## src/rtl/switch_conditioner.sv

```systemverilog
// Four-switch synchronizer and debouncer with edge pulses and a single-entry event register.
// Latency: a level change shows on sw_stable DEBOUNCE_CNT+2 edges after it is sampled. An unacked event holds and later changes raise evt_overrun.
module switch_conditioner #(
    parameter int DEBOUNCE_CNT = 16,
    parameter int CNT_W        = 8
) (
    input  logic       clock_in,
    input  logic       reset,
    input  logic [3:0] switch,
    output logic [3:0] sw_stable,
    output logic [3:0] sw_rise,
    output logic [3:0] sw_fall,
    output logic       evt_valid,
    output logic [3:0] evt_data,
    input  logic       evt_ack,
    output logic       evt_overrun
);
    localparam logic [CNT_W-1:0] CNT_MAX = CNT_W'(DEBOUNCE_CNT - 1);

    logic [3:0]       sync1;
    logic [3:0]       sync2;
    logic [CNT_W-1:0] cnt     [4];
    logic [CNT_W-1:0] cnt_nxt [4];
    logic [3:0]       stable_nxt;
    logic             upd;

    // Any return of sync2 to the stable level restarts that bit's count.
    always_comb begin
        stable_nxt = sw_stable;
        for (int i = 0; i < 4; i++) begin
            cnt_nxt[i] = '0;
            if (sync2[i] != sw_stable[i]) begin
                if (cnt[i] == CNT_MAX) begin
                    stable_nxt[i] = sync2[i];
                end else begin
                    cnt_nxt[i] = cnt[i] + CNT_W'(1);
                end
            end
        end
    end

    assign upd = (stable_nxt != sw_stable);

    always_ff @(posedge clock_in) begin
        if (reset) begin
            sync1       <= '0;
            sync2       <= '0;
            for (int i = 0; i < 4; i++) begin
                cnt[i] <= '0;
            end
            sw_stable   <= '0;
            sw_rise     <= '0;
            sw_fall     <= '0;
            evt_valid   <= 1'b0;
            evt_data    <= '0;
            evt_overrun <= 1'b0;
        end else begin
            sync1     <= switch;
            sync2     <= sync1;
            for (int i = 0; i < 4; i++) begin
                cnt[i] <= cnt_nxt[i];
            end
            sw_stable <= stable_nxt;
            sw_rise   <= stable_nxt & ~sw_stable;
            sw_fall   <= ~stable_nxt & sw_stable;
            // An ack that coincides with a new update hands over straight to the new snapshot.
            if (evt_valid) begin
                if (evt_ack && upd) begin
                    evt_data <= stable_nxt;
                end else if (evt_ack) begin
                    evt_valid   <= 1'b0;
                    evt_overrun <= 1'b0;
                end else if (upd) begin
                    evt_overrun <= 1'b1;
                end
            end else if (upd) begin
                evt_valid <= 1'b1;
                evt_data  <= stable_nxt;
            end
        end
    end
endmodule

```

## config.mk

```make
export PLATFORM = sky130hd
export DESIGN_NAME = switch_conditioner
export DESIGN_NICKNAME = d
export VERILOG_FILES = /design/src/rtl/switch_conditioner.sv
export SDC_FILE = /design/constraint.sdc
export NUM_CORES = 1
export LEC_CHECK = 0
export ABC_AREA = 0
export CORE_UTILIZATION = 30
export DETAILED_ROUTE_END_ITERATION = 7
export GPL_ROUTABILITY_DRIVEN = 1
export HOLD_SLACK_MARGIN = 0.05
export PLACE_DENSITY = 0.48
export SLEW_MARGIN = 20
export SYNTH_ARGS = -nofsm -noshare
export SYNTH_HDL_FRONTEND = slang
export SYNTH_SLANG_ARGS = --single-unit
```

## constraint.sdc

```tcl
create_clock -name clock_in -period 6.5 [get_ports clock_in]
set_clock_uncertainty 0.15 [all_clocks]
set_input_delay 0.65 -clock clock_in [delete_from_list [all_inputs] [get_ports clock_in]]
set_output_delay 0.65 -clock clock_in [all_outputs]
set_load 0.02 [all_outputs]
```

==> results.sh <==
export IMPL_status="complete, no violations"
export IMPL_slew_headroom_pct=79.2
export IMPL_insertion_delay_ps=320
export IMPL_critPathArrivalTime_ps=2780
export IMPL_cts_buffers=9
export IMPL_synth_distinct_cells=24
export IMPL_cpMaxStageDelayCell="mux2_2"
export IMPL_grt_pass1_vias=1498
export IMPL_synth_edf_count=0
export IMPL_finalSetupViolCount=0
export IMPL_ys_ff_latch=58
export IMPL_p_total_w=0.000701
export IMPL_required_ps=6550
export IMPL_slowest_delay_ps=340
export IMPL_synthCells=229
export IMPL_synthToLayoutAreaGrowth_pct=24.2
export IMPL_finalHoldViolCount=0
export IMPL_ys_async_sr_fraction_pct=0
export IMPL_post_cts_buffers=0
export IMPL_core_mm2=0.00733
export IMPL_cp_end_kind="register"
export IMPL_grt_usage_pct=11.3
export IMPL_drt_wl_total_um=3770
export IMPL_first_pass_iters=4
export IMPL_syn_nets=250
export IMPL_drt_vias_per_instance=4.11
export IMPL_n_antenna_cell=0
export IMPL_path_cells="ha_1 > and3_1 > nand2_1 > mux2i_2 > inv_1 > ha_1 > nand4_1 > ha_1 > mux2_2 > nor2_1 > a211oi_2"
export IMPL_cts_resized=0
export IMPL_synth_top_family_by_area="simple AND/OR/NAND/NOR gates"
export IMPL_synth_compound_area_share_pct=2.39
export IMPL_ctsLongestPathBuffers=2
export IMPL_hold_buffers=0
export IMPL_fin_crit_sh_pct=42.0
export IMPL_timing_rr_start="cnt[3][0]"
export IMPL_synthTopCellsByArea="dfxtp_1 (50%), ha_1 (7.6%), nor2_1 (7.5%)"
export IMPL_antenna_found_initial=0
export IMPL_synth_top_area_share_pct=50.4
export IMPL_drc=0
export IMPL_synthMuxAreaShare_pct=3.64
export IMPL_crit_path_max_fanout=8
export IMPL_yosys_area_share_simple_pct=23.0
export IMPL_rows=31
export IMPL_globalplace_congestion=0.716
export IMPL_drive_above_1_share_pct=10.9
export IMPL_slew_viol_final=0
export IMPL_grt_pass1_wl_um=6550
export IMPL_htree_levels=3
export IMPL_power_leakage_nw=1.06
export IMPL_cts_sinks=58
export IMPL_drt_iter0_markers=61
export IMPL_wl_per_cell_um=10.3
export IMPL_synth_top_area_cell="dfxtp_1"
export IMPL_syn_area_mm2=0.00230
export IMPL_path_buf_inv=1
export IMPL_yosys_area_share_adder_pct=7.60
export IMPL_power_density_mw_per_mm2=245
export IMPL_die_w_um=89.7
export IMPL_yosysMostFrequentCell="dfxtp_1"
export IMPL_port_buffers=24
export IMPL_clkTransAtPathRegs_ps=60
export IMPL_dieArea_mm2=0.00804
export IMPL_ff2ff_path_depth=11
export IMPL_synth_xor_xnor_area_share_pct=10.6
export IMPL_fin_nets=283
export IMPL_holdPathEnd="sync2[0]"
export IMPL_max_freq_mhz=366
export IMPL_ir_worst_vdd_uv=132
export IMPL_ioPinCount=25
export IMPL_tritoncts="built"
export IMPL_syn_avg_cell_area_um2=10.1
export IMPL_drtAntennaViolNets=0
export IMPL_finalSetupTns_ps=0
export IMPL_crit_family="adder cells"
export IMPL_hold_class="register to register"
export IMPL_root_buffer="clkbuf_8"
export IMPL_yosys_most_used_dff="dfxtp_1"
export IMPL_critical_path_class="register to register"
export IMPL_ys_top_cells_by_count="dfxtp_1 (58), nor2_1 (46), nor2b_1 (17), xnor2_1 (16), ha_1 (14)"
export IMPL_grt_max_degree=31
export IMPL_hold_start="sync1[0]"
export IMPL_yosys_warnings=0
export IMPL_vias=1506
export IMPL_grt_setup_unrepaired="false"
export IMPL_ys_seq_area_share_pct=50.4
export IMPL_overflow=0
export IMPL_worst_slew_pin_transition_ps=312
export IMPL_whs_ps=283
export IMPL_start_kind="register"
export IMPL_r2r_slack_ps=3770
export IMPL_period_minus_slack_ps=2730
export IMPL_hold_path_depth=1
export IMPL_hpwl_um=2650
export IMPL_r2r_end="evt_data[2]"
export IMPL_dieHeight_um=89.7
export IMPL_maxCapViolCount=0
export IMPL_start_util_pct=31.4
export IMPL_path_common_cell="ha_1"
==> logic make-up after synthesis <==
logic type / Yosys count
DFF: 58
muxes: 5
AOI/OAI and AO/OA: 6
and+or+nand+nor: 104
buffers and inverters: 14
xor gates and xnor gates: 28
adders and majority gates: 14
==> sequential cells by signal, summed over array words and instances (netlist names) <==
name / cells
cnt: 32
evt_data: 4
evt_overrun: 1
evt_valid: 1
sw_fall: 4
sw_rise: 4
sw_stable: 4
sync1: 4
sync2: 4
==> where the power goes <==
part	leakage, nW	switching (W)	internal, W	total (W)
logic	0.491	0.00000620	0.00000640	0.0000126
clock network	0.101	0.000130	0.000198	0.000328
registers	0.469	0.00000171	0.000359	0.000360
==> area by class of cell <==
class | count | area [µm²]
Tap cell | 99 | 124
Timing Repair Buffer | 25 | 248
Sequential cell | 58 | 1160
Inverter | 11 | 41.3
Clock inverter | 2 | 35.0
Multi-Input combinational cell | 157 | 1090
Fill cell | 732 | 4470
Clock buffer | 14 | 163
==> layer usage <==
layer | global-route usage [%] | part of all wire, %
met5 | 0 | 0
met4 | 4.33 | 0.77
met3 | 6.22 | 5.3
met2 | 17.6 | 46
met1 | 12.9 | 48
==> worst max-delay path by stage <==
stage | start | end | slack, ps | depth (start not counted)
2_1_floorplan | cnt[1][0] | evt_data[1] | 3980 | 10
5_1_grt | cnt[1][0] | evt_data[3] | 3500 | 10
3_5_place_dp | cnt[3][0] | evt_data[1] | 3750 | 10
6_report | cnt[3][0] | evt_data[2] | 3770 | 11
4_1_cts | cnt[3][0] | evt_data[1] | 3740 | 10
3_3_place_gp | cnt[1][0] | evt_data[0] | 3800 | 11
==> layout by cell type (no fill, tap or decap) <==
master           instances
nand4_1                  2
nand2b_1                 4
dfxtp_1                 58
ha_1                    14
nor3_1                   2
inv_1                   11
mux2_2                   1
nor2_1                  46
nand2b_2                 2
clkbuf_8                11
a211oi_1                 4
xnor2_1                 16
mux2i_2                  2
nand2_1                 11
nand3_1                  8
xor2_1                  12
and4_1                   1
clkdlybuf4s50_1         24
nor4_2                   4
a211oi_2                 2
buf_4                    1
clkbuf_1                 3
and3_1                   5
clkinv_2                 1
mux2i_4                  2
bufinv_16                1
and3_2                   2
nor2b_1                 17
==> worst reg2reg max path, delay by kind of cell, from the launching register on <==
kind / cells / cell delay (ps)
adders and majority gates: 3 / 730
AOI/OAI and AO/OA: 1 / 60
DFF: 1 / 320
and+or+nand+nor: 4 / 630
muxes: 2 / 640
buffers and inverters: 1 / 70
==> through the flow <==
stage | cells | worst slack, ps | util, % | instance area, µm²
floorplan | 229 | 3980 | - | 2300
global placement | 350 | 3800 | 36.3 | 2660
detailed placement | 350 | 3750 | 36.3 | 2660
CTS | 366 | 3740 | 39.0 | 2860
global route | 366 | 3500 | 39.0 | 2860
finish | 366 | 3770 | 39.0 | 2860
No activity file was read; power rests on OpenSTA's default activity.
==> variant 1, RTL diff (same settings) <==
Change the parameter `CNT_W` from 8 to 9.
--- a/src/rtl/switch_conditioner.sv
+++ b/src/rtl/switch_conditioner.sv
@@ -2,7 +2,7 @@
 // Latency: a level change shows on sw_stable DEBOUNCE_CNT+2 edges after it is sampled. An unacked event holds and later changes raise evt_overrun.
 module switch_conditioner #(
     parameter int DEBOUNCE_CNT = 16,
-    parameter int CNT_W        = 8
+    parameter int CNT_W        = 9
 ) (
     input  logic       clock_in,
     input  logic       reset,
Function: same outputs for any inputs over 10 cycles, from zero or initial values and one cycle with reset high; that may be too few to reach the edited logic, so the function may still have changed.
==> variant 1 against the original RTL <==
- total power is 1.4% lower
- sequential cell count increased by 4
- global-route usage shrank 0.38 points
- cell count rose by 6.3%
- synthesized area is 6.9% higher
- routed wire length grew 5.9%
- via count rose by 11%
- critical path depth decreased by 1
- setup slack worse by 0.37 ns
- cell area increased by 4.9%
==> variant 1: results (changes against the original RTL) <==
stage,metric,value,unit,change
global_route,grt_pass1_vias,1640,,was 1498
clock_network,h-tree-depth,3,,unchanged
cells_and_area,nets,303,,was 283
yosys,ys_warn_count,0,,unchanged
route,num_vias,1666,,was 1506
global_route,gr-usage-met1,0.128,,was 0.129
yosys,synth-adder-area-share,0.0711,,was 0.0760
pwr,p_leak,1.07,nW,was 1.06 nW
global_route,grt_util_all_layers,0.109,,was 0.113
clock_network,clock_latency,0.34,ns,was 0.32 ns
yosys,yosysSeqAreaShare,0.504,,about the same
worst_setup_path,worstReg2RegStart,cnt[0][0],,was cnt[3][0]
placement,hpwl,2730,um,was 2650 um
worst_setup_path,reg2reg_depth,10,,was 11
placement,dpl_cell_area,2830,um^2,was 2660 um^2
yosys,yosys-top-cells-count,"dfxtp_1 (62), nor2_1 (48), xnor2_1 (22)",,"was dfxtp_1 (58), nor2_1 (46), nor2b_1 (17)"
route,first_iter_violations,52,,was 61
route,wirelength,4000,um,was 3770 um
worst_setup_path,max_stage_delay,0.55,ns,was 0.34 ns
yosys,synth_cell_types,25,,was 24
pwr,vdd.ir_drop.worst,105,uV,was 132 uV
global_route,met3_usage,0.0542,,was 0.0622
hold_path,min_to,sync2[1],,was sync2[0]
global_route,antenna_found_initial,0,,unchanged
hold_path,hold_start,sync1[1],,was sync1[0]
yosys,synth_compound_area_frac,0.0203,,was 0.0239
worst_setup_path,rrSetupSlack,3.40,ns,was 3.77 ns
yosys,yosys.area_share.xor_xnor,0.114,,was 0.106
cells_and_area,drive_gt1_frac,0.0976,,was 0.109
worst_setup_path,slowest_stage,or4_4,,was mux2_2
global_route,grt_pass1_wl,7170,um,was 6550 um
yosys,synth_area_leaders,"dfxtp_1 (50%), xnor2_1 (7.8%), nor2_1 (7.3%)",,"was dfxtp_1 (50%), ha_1 (7.6%), nor2_1 (7.5%)"
global_route,grt_max_degree,33,,was 31
clock_network,post_cts_buffers,0,,unchanged
global_route,grtUsageMet2,0.170,,was 0.176
yosys,syn_nets,270,,was 250
yosys,muxShareOfSynthArea,0.0376,,was 0.0364
cells_and_area,ff_latch_area,1240,um^2,was 1160 um^2
cells_and_area,largest_register_ffs,36,,was 32
status,status,completed,,unchanged
cells_and_area,fillers,830,,was 732
worst_setup_path,critPathArrivalTime,3.20,ns,was 2.78 ns
sta,tightest_slew,0.325,ns,was 0.312 ns
placement,gp_congestion,0.717,,was 0.716
-- variant 1: power breakdown --
| part | switching, W | internal [W] |
|---|---|---|
| Clock | 0.000155 | 0.000138 |
| Sequential | 0.00000187 | 0.000383 |
| Combinational | 0.00000650 | 0.00000621 |
| Total | 0.000164 | 0.000527 |
-- variant 1: cell type report --
cell class	instances	area share
sequential	62	0.413
clock inverter	7	0.0167
clock buffer	9	0.0413
timing repair buffer	25	0.0825
multi-input combinational	175	0.392
inverter	9	0.0113
tap	102	0.0425
-- variant 1: through the flow --
step | worst slack (ns) | power, W | cells | hold WS [ns]
5_1_grt | 3.17 | 0.000726 | 389 | 0.308
3_3_place_gp | 3.43 | 0.000407 | 373 | 0.267
3_5_place_dp | 3.42 | 0.000406 | 373 | 0.279
6_report | 3.40 | 0.000691 | 389 | 0.289
2_1_floorplan | 3.65 | 0.000400 | 249 | 0.264
4_1_cts | 3.37 | 0.000707 | 389 | 0.294
-- variant 1: cells by family (layout without fill, tap and decap cells) --
logic type / count (synthesis) / in the layout
adders and majority gates: 14 / 14
xor gates and xnor gates: 32 / 32
DFF: 62 / 62
AOI/OAI and AO/OA: 6 / 6
buffers and inverters: 12 / 50
and+or+nand+nor: 118 / 118
muxes: 5 / 5
-- variant 1: worst max-delay path, delay by kind of cell (launching register included) --
family                     cells  cell delay (ns)
and+or+nand+nor                3             0.88
buffers and inverters          1             0.08
muxes                          2             0.62
DFF                            1             0.36
adders and majority gates      3             0.70
AOI/OAI and AO/OA              1             0.23
-- variant 1: how the worst max path moves through the flow --
stage | from | endpoint | cells after the start
finish | cnt[0][0] | evt_data[2] | 10
global route | cnt[0][0] | evt_data[0] | 10
CTS | cnt[0][0] | evt_data[2] | 10
detailed placement | cnt[0][0] | evt_data[3] | 11
global placement | cnt[0][0] | evt_data[3] | 11
floorplan | cnt[0][0] | evt_data[3] | 11
-- variant 1: routing by layer --
metal,share of wire,wire [um],vias to the layer above
li1,-,-,878
met2,0.43,1720,24
met3,0.045,180,6
met1,0.51,2040,758
met5,0,0,-
met4,0.014,57,0
==> variant 2, RTL diff (same settings) <==
Made on the original files. Reset style: asynchronous (`reset`), changed in one clocked block.
--- a/src/rtl/switch_conditioner.sv
+++ b/src/rtl/switch_conditioner.sv
@@ -41,7 +41,7 @@
 
     assign upd = (stable_nxt != sw_stable);
 
-    always_ff @(posedge clock_in) begin
+    always_ff @(posedge clock_in or posedge reset) begin
         if (reset) begin
             sync1       <= '0;
             sync2       <= '0;
Check against the original RTL: same outputs for any inputs over 10 cycles, from zero or initial values and one cycle with reset high; that may be too few to reach the edited logic, so the function may still have changed.
==> variant 2 against the original RTL <==
- routed wire length up 14%
- via count up 2.7%
- synthesized area up 8.4%
- setup slack worse by 0.19 ns
- cell area up 7.5%
- count of clock-buffer cells in the layout down 3
- utilization about the same
- sequential cell count unchanged
- largest cell class unchanged
Power is not compared: it rests on default switching activity, and its combinational part moved more than twofold at a synthesized area within 25%.
==> variant 2: results (changes against the original RTL) <==
stage,metric,value,unit,change
status,status,completed,,unchanged
global_route,grt_util_all_layers,0.116,,was 0.113
route,first_iter_violations,33,,was 61
global_route,grt_max_degree,59,,was 31
worst_setup_path,critPathArrivalTime,2.96,ns,was 2.78 ns
yosys,syn_nets,232,,was 250
placement,hpwl,2960,um,was 2650 um
route,num_vias,1546,,was 1506
yosys,yosys-top-cells-count,"dfrtp_1 (58), nor2_1 (25), ha_1 (14)",,"was dfxtp_1 (58), nor2_1 (46), nor2b_1 (17)"
worst_setup_path,slowest_stage,mux2i_1,,was mux2_2
sta,final.setup.worst_slack,3.57,ns,was 3.77 ns
worst_setup_path,reg2reg_depth,10,,was 11
route,wirelength,4300,um,was 3770 um
hold_path,hold_start,sync1[0],,unchanged
hold_path,min_path_cells,0,,was 1
yosys,synth_cell_types,28,,was 24
placement,gp_congestion,0.711,,was 0.716
worst_setup_path,max_stage_delay,0.44,ns,was 0.34 ns
global_route,grt_pass1_vias,1603,,was 1498
route,wl_met1,2170,um,was 1800 um
cells_and_area,drive_gt1_frac,0.115,,was 0.109
route,wl_met2,1860,um,was 1740 um
worst_setup_path,worstReg2RegStart,cnt[24],,was cnt[3][0]
placement,dpl_cell_area,2870,um^2,was 2660 um^2
global_route,grt_pass1_wl,7590,um,was 6550 um
cells_and_area,nets,268,,was 283
yosys,yosysSeqAreaShare,0.581,,was 0.504
yosys,synth_area_leaders,"dfrtp_1 (58%), ha_1 (7.0%), xnor2_1 (3.9%)",,"was dfxtp_1 (50%), ha_1 (7.6%), nor2_1 (7.5%)"
yosys,async_reset_ff_frac,1.00,,was 0
yosys,synth_top_area_frac,0.581,,was 0.504
[variant 2: where the power goes]
group	switching, W	internal [W]
sequential	0.0000102	0.000374
combinational	0.0000287	0.0000233
clock	0.000142	0.000196
total	0.000181	0.000593
[variant 2: area by class of cell]
cell class	instances	share of cell area
clock buffer	11	0.0492
inverter	13	0.0159
timing repair buffer	25	0.0805
sequential	58	0.472
clock inverter	5	0.0171
tap	102	0.0415
multi-input combinational	140	0.324
[variant 2: through the flow]
stage / hold WS [ns] / power [W] / instances
after global routing: 0.201 / 0.000814 / 354
after CTS: 0.202 / 0.000789 / 354
after floorplan: 0.181 / 0.000421 / 211
after global placement: 0.185 / 0.000445 / 338
after detailed placement: 0.186 / 0.000444 / 338
final: 0.197 / 0.000775 / 354
[variant 2: final timing paths]
kind,end
worst max register to register,evt_data[2]
min in group asynchronous,sw_fall[1]
max in group asynchronous,sw_fall[3]
worst min-delay path,sync2[0]
worst min register to register,sync2[0]
worst max-delay path,evt_data[2]
[variant 2: cell families (layout without fill, tap and decap cells)]
family,Yosys count,after routing,synth area share
compound gates,24,24,0.0551
xor+xnor,19,19,0.0666
fa+ha+maj,14,14,0.0701
buf+inv,13,54,0.0195
flops,58,58,0.581
mux,5,5,0.0296
simple gates,78,78,0.178
[variant 2: layer usage]
metal  track usage  vias to the layer above
met4        0.0538                        0
li1              -                      787
met1         0.147                      724
met3        0.0447                        5
met2         0.173                       30
met5             0                        -
